$ cat src/rtl/int_gen_burst.sv
// Interrupter gate generator: periodic pulses with a duty-capped width and
// optional ON/OFF bursting, compiled in when INT_GEN_BURST_EN is defined.
module int_gen_burst #(
    parameter int CLK_MHZ     = 100,
    parameter int FREQ_MIN_HZ = 10_000,
    parameter int PERIOD_STEP = 32,
    parameter int PW_STEP_MUL = 1,
    parameter int PAR_MAX_VAL = 255,
    parameter int DUTY_NUM    = 26,
    localparam int PAR_W      = $clog2(PAR_MAX_VAL + 1)
) (
    input  logic             clk,
    input  logic             rst,
    input  logic             en,
    input  logic [PAR_W-1:0] freq_par,
    input  logic [PAR_W-1:0] pw_par,
    input  logic [PAR_W-1:0] burst_on_par,
    input  logic [PAR_W-1:0] burst_off_par,
    output logic             out,
    output logic             sync
);
    localparam int PERIOD_MAX = 1_000_000 * CLK_MHZ / FREQ_MIN_HZ;
    localparam int PH_W       = $clog2(PERIOD_MAX + 1);

    if (PERIOD_STEP * PAR_MAX_VAL >= PERIOD_MAX) begin : g_bad_period
        $fatal(1, "int_gen_burst: PERIOD_STEP*PAR_MAX_VAL must be below PERIOD_MAX");
    end

`ifdef INT_GEN_BURST_EN
    typedef enum logic [1:0] {IDLE, ON, OFF} state_t;
`else
    typedef enum logic [0:0] {IDLE, ON} state_t;
`endif

    state_t          state;
    state_t          burst_state;
    logic [PH_W-1:0] phase;
    logic [PH_W-1:0] period_lat;
    logic [PH_W-1:0] width_lat;
    logic [PH_W-1:0] period_nxt;
    logic [PH_W-1:0] width_nxt;
    logic [31:0]     period_full;
    logic [31:0]     pw_req;
    logic [31:0]     pw_cap;
    logic            period_end;

    // Width is clamped at full 32-bit precision before narrowing to the counter width.
    always_comb begin
        period_full = 32'(PERIOD_MAX) - 32'(PERIOD_STEP) * 32'(freq_par);
        pw_req      = 32'(PW_STEP_MUL) * 32'(pw_par);
        pw_cap      = (period_full * 32'(DUTY_NUM)) >> 8;
        period_nxt  = PH_W'(period_full);
        width_nxt   = PH_W'((pw_req < pw_cap) ? pw_req : pw_cap);
    end

    assign period_end = (phase == period_lat - PH_W'(1));

`ifdef INT_GEN_BURST_EN
    logic [PAR_W-1:0] burst_on_lat;
    logic [PAR_W-1:0] burst_off_lat;
    logic [PAR_W-1:0] burst_cnt;
    logic [PAR_W-1:0] burst_cnt_nxt;
    logic [PAR_W:0]   done_cnt;
    logic [PAR_W:0]   on_eff;

    // State and count that take effect at the coming period start.
    always_comb begin
        // NOTE: every output of this block gets a default first, so no latch is inferred.
        done_cnt      = {1'b0, burst_cnt} + (PAR_W+1)'(1);
        on_eff        = (burst_on_lat == '0) ? (PAR_W+1)'(1) : {1'b0, burst_on_lat};
        burst_state   = ON;
        burst_cnt_nxt = '0;
        case (state)
            ON: begin
                if (burst_off_lat != '0 && done_cnt >= on_eff) begin
                    burst_state = OFF;
                end else if (burst_off_lat != '0) begin
                    burst_cnt_nxt = done_cnt[PAR_W-1:0];
                end
            end
            OFF: begin
                if (done_cnt < {1'b0, burst_off_lat}) begin
                    burst_state   = OFF;
                    burst_cnt_nxt = done_cnt[PAR_W-1:0];
                end
            end
            default: ;
        endcase
    end
`else
    logic unused_burst;
    assign unused_burst = ^{burst_on_par, burst_off_par};
    assign burst_state  = ON;
`endif

    // NOTE: non-blocking assignments throughout, so every flop samples pre-edge values.
    always_ff @(posedge clk or posedge rst) begin
        if (rst) begin
            state      <= IDLE;
            phase      <= '0;
            period_lat <= '0;
            width_lat  <= '0;
            out        <= 1'b0;
            sync       <= 1'b0;
`ifdef INT_GEN_BURST_EN
            burst_on_lat  <= '0;
            burst_off_lat <= '0;
            burst_cnt     <= '0;
`endif
        end else if (!en) begin
            state <= IDLE;
            phase <= '0;
            out   <= 1'b0;
            sync  <= 1'b0;
`ifdef INT_GEN_BURST_EN
            burst_cnt <= '0;
`endif
        end else if (state == IDLE || period_end) begin
            state      <= burst_state;
            phase      <= '0;
            period_lat <= period_nxt;
            width_lat  <= width_nxt;
            out        <= (burst_state == ON) && (width_nxt != '0);
            sync       <= 1'b1;
`ifdef INT_GEN_BURST_EN
            burst_on_lat  <= burst_on_par;
            burst_off_lat <= burst_off_par;
            burst_cnt     <= burst_cnt_nxt;
`endif
        end else begin
            phase <= phase + PH_W'(1);
            out   <= (state == ON) && (phase + PH_W'(1) < width_lat);
            sync  <= 1'b0;
        end
    end

endmodule
$ cat config.mk
export PLATFORM = sky130hd
export DESIGN_NAME = int_gen_burst
export DESIGN_NICKNAME = d
export VERILOG_FILES = /design/src/rtl/int_gen_burst.sv
export SDC_FILE = /design/constraint.sdc
export NUM_CORES = 1
export LEC_CHECK = 0
export ABC_AREA = 1
export CAP_MARGIN = 0
export CORE_MARGIN = 4
export CORE_UTILIZATION = 31
export DETAILED_ROUTE_END_ITERATION = 7
export HOLD_SLACK_MARGIN = 0.15
export MAX_ROUTING_LAYER = met4
export PLACE_DENSITY_LB_ADDON = 0.2
export SYNTH_ARGS = -nofsm -noshare
export SYNTH_HDL_FRONTEND = slang
export SYNTH_SLANG_ARGS = --single-unit
$ cat constraint.sdc
create_clock -name clk -period 2.5 [get_ports clk]
set_input_delay 0.25 -clock clk [delete_from_list [all_inputs] [get_ports clk]]
set_output_delay 0.25 -clock clk [all_outputs]
set_load 0.02 [all_outputs]
==> qor.csv <==
stage;metric;value;unit
floorplanning;placement_rows;39;
drt;wirelength;8387;um
global_route;grt_pass1_wl;14670;um
drt;drt-initial-drc-count;104;
sta;finalSetupViolCount;9;
synthesis;synth-compound-area-share;7.064;%
sta;slew_headroom;66.63;%
sta;setup_ws;-1283;ps
synthesis;ys_ff_latch;39;
synthesis;syn_area_per_cell;7.256;um2
synthesis;syn-cell-area;3613;um2
synthesis;synth_cell_types;31;
sta;skew;4.741;ps
drt;dr.pass1.iters;4;
pwr;p_per_area;785.6;nW/um2
cells_and_area;register_area;975.9;um2
drt;wl_per_cell;11.09;um
floorplanning;die_area;13450;um2
critical_path;cp_data_arrival_time;3950;ps
floorplanning;fp.coreArea;11420;um2
synthesis;syn_nets;581;
critical_path;end_kind;flip-flop;
cells_and_area;final_common_cell;nand2_1;
sta;period_share;151.3;%
pwr;p_clk_share;14.9;%
clock_tree;clock-sinks;39;
clock_tree;clk_pin_slew;60;ps
sta;hold_viol;0;
cells_and_area;final_layout_size_suffix_gt1_share;32.95;%
pwr;pwr-share-comb;66.3;%
drt;drcViolationCount;0;
pwr;total_power;4089;uW
clock_tree;cts_hold_buf;0;
critical_path;worstPathRequired;2670;ps
clock_tree;cts-root-buf;clkbuf_16;
clock_tree;clock_latency;280;ps
global_route;use_met1;16.83;%
synthesis;seq_area_frac_synth;27.01;%
placed_design;place_inst;730;
pwr;pwr-share-seq;18.8;%
synthesis;synth_top_family_by_area;simple AND/OR/NAND/NOR gates;
global_route;grt_pass1_vias;3383;
critical_path;path_buf_inv;7;
global_route;grt-busiest-layer;met2;
synthesis;synth_xor_area_share;8.726;%
sta;setup_tns;-10590;ps
pwr;p_switching;1630;uW
pwr;internal_power;2459;uW
critical_path;critPathSlowestCell;fa_1;
floorplanning;initial_core_util;31.65;%
critical_path;slowest_delay;480;ps
floorplanning;ioPinCount;37;
global_route;grt_use_total;13.68;%
floorplanning;die_height;116.0;um
global_route;grt_remaining_overflow;0;
clock_tree;clockBufferDepth;2;
sta;fmax;264.3;MHz
cells_and_area;final_cell_mix;nand2_1, inv_1, buf_4;
cells_and_area;nets;695;
global_route;grt_use_met2;24.09;%
sta;min_period;3783;ps
cells_and_area;diodes;0;
status;violations;setup timing;
cells_and_area;area_delta_synth_final;44.04;%
critical_path;crit_family;adder cells;
sta;worst_pin_slew;500.5;ps
drt;vias;3332;
floorplanning;die_x;116.0;um
pwr;ir_drop;0.4423;mV
pwr;leakagePower;0.002712;uW
job;max_cap_violations;0;
sta;final_max_slew_viol_count;0;
drt;ant_nets;0;
synthesis;ys.warnings.count;0;
min_path;hp-class;in -> async;
drt;vias_per_cell;4.407;
sta;rsz0062_at_grt;true;
cells_and_area;fillCellCount;1161;
clock_tree;cts_buffers;5;
synthesis;synthSimpleGateAreaFrac;27.56;%
global_route;grt_max_degree;40;
synthesis;synthAdderAreaFrac;17.87;%
clock_tree;cts_max_level;2;
cells_and_area;fin_cells;756;
critical_path;crit_path_start_kind;primary input;
global_route;antenna_found_initial;0;
critical_path;crit_path_max_fanout;8;
status;outcome;finished, violations left;
synthesis;synth.area.mux_share;0;%
placed_design;place_hpwl;6676;um
pwr;switching_share;39.87;%
synthesis;netlist_instances;498;
critical_path;crit_type;in -> reg;
clock_tree;cts_tree;built;
cells_and_area;multi_input_area;2565;um2
global_route;grt_use_met3;1.410;%
placed_design;routabilityCongestion;0.8128;
placed_design;port_buffers;20;
layer usage:
| layer | up-vias | share of wire [%] |
|---|---|---|
| li1 | 1761 | - |
| met1 | 1525 | 46 |
| met2 | 34 | 50 |
| met3 | 12 | 2.2 |
| met4 | 0 | 1.5 |
| met5 | - | 0 |
tightest hold or removal path: stages:
cell and delay (ps):
clkdlybuf4s50_1 400, inv_1 50, buf_4 410
what timing repair did:
item | in CTS | in global routing
resized for setup | 37 | 44
setup buffers | 15 | 6
endpoints found under the setup margin | 9 | 9
pin swaps | 34 | 42
state kept, by name, summed over array words and instances, names as in the netlist:
signal      count
width_lat      12
period_lat     10
phase          14
out             1
sync            1
state           1
kinds of logic after synthesis:
group                      after synthesis
xor gates and xnor gates                36
adders and majority gates               48
AOI/OAI and AO/OA                       37
buffers and inverters                  107
DFF                                     39
and+or+nand+nor                        231
final timing paths:
check                                         startpoint                         to  slack [ps]  cells past startpoint
worst min register to register  width_lat[2]$_DFFE_PP0P_   width_lat[2]$_DFFE_PP0P_         480                      2
worst max register to register        phase[0]$_DFF_PP0_              out$_DFF_PP0_        -230                     20
max in group asynchronous                            rst         phase[8]$_DFF_PP0_        1750                      3
worst max-delay path                         freq_par[0]              out$_DFF_PP0_       -1280                     31
min in group clk                             freq_par[0]  period_lat[5]$_DFFE_PP0P_         420                      5
worst min-delay path                                 rst  period_lat[9]$_DFFE_PP0P_         390                      3
Yosys cell counts:
cell type / number / area [um2]
nor4_1: 1 / 6.260
nand4_1: 8 / 50.05
nand2_1: 129 / 484.2
a21oi_1: 13 / 65.06
nor2_2: 2 / 12.51
nand4_2: 1 / 12.51
nand3_1: 28 / 140.1
inv_2: 2 / 7.510
nor3_1: 5 / 25.02
o21ai_2: 16 / 140.1
o21a_1: 1 / 7.510
xor2_1: 24 / 210.2
dfrtp_1: 39 / 975.9
inv_1: 100 / 375.4
buf_2: 1 / 5.000
nand2_4: 1 / 11.26
o21ai_0: 4 / 20.02
nor2_4: 1 / 11.26
nor3_2: 2 / 20.02
nand3_4: 1 / 17.52
o221ai_1: 1 / 8.760
xnor2_1: 12 / 105.1
a211oi_1: 1 / 7.510
or2_2: 2 / 12.51
nand2_2: 2 / 12.51
clkbuf_1: 1 / 3.750
buf_6: 3 / 33.78
a31oi_1: 1 / 6.260
fa_1: 6 / 120.1
ha_1: 42 / 525.5
nor2_1: 48 / 180.2
power groups by stage:
stage          sequential [uW]  combinational [uW]  clock [uW]
3_5_place_dp               780                2200           0
3_3_place_gp               780                2170           0
2_1_floorplan              770                1340           0
4_1_cts                    769                2430         632
5_1_grt                    779                3010         651
6_report                   769                2710         609
layout make-up:
cell class,count,share of cell area [%]
multi-input combinational,352,49.28
sequential,39,18.75
timing repair buffer,112,18.00
inverter,102,7.885
tap,143,3.438
clock buffer,7,2.548
clock inverter,1,0.09615
metrics by stage:
stage          util, %  hold WS, ps  setup slack, ps  cell area (um2)
2_1_floorplan        -        347.6            -1134             3772
3_3_place_gp     41.07        469.1            -2081             4690
3_5_place_dp     41.07        473.3            -2160             4690
4_1_cts          44.10        430.0            -1406             5036
5_1_grt          45.58        429.3            -1519             5205
6_report         45.58        392.3            -1283             5205
Power figures use the tool's default switching activity.
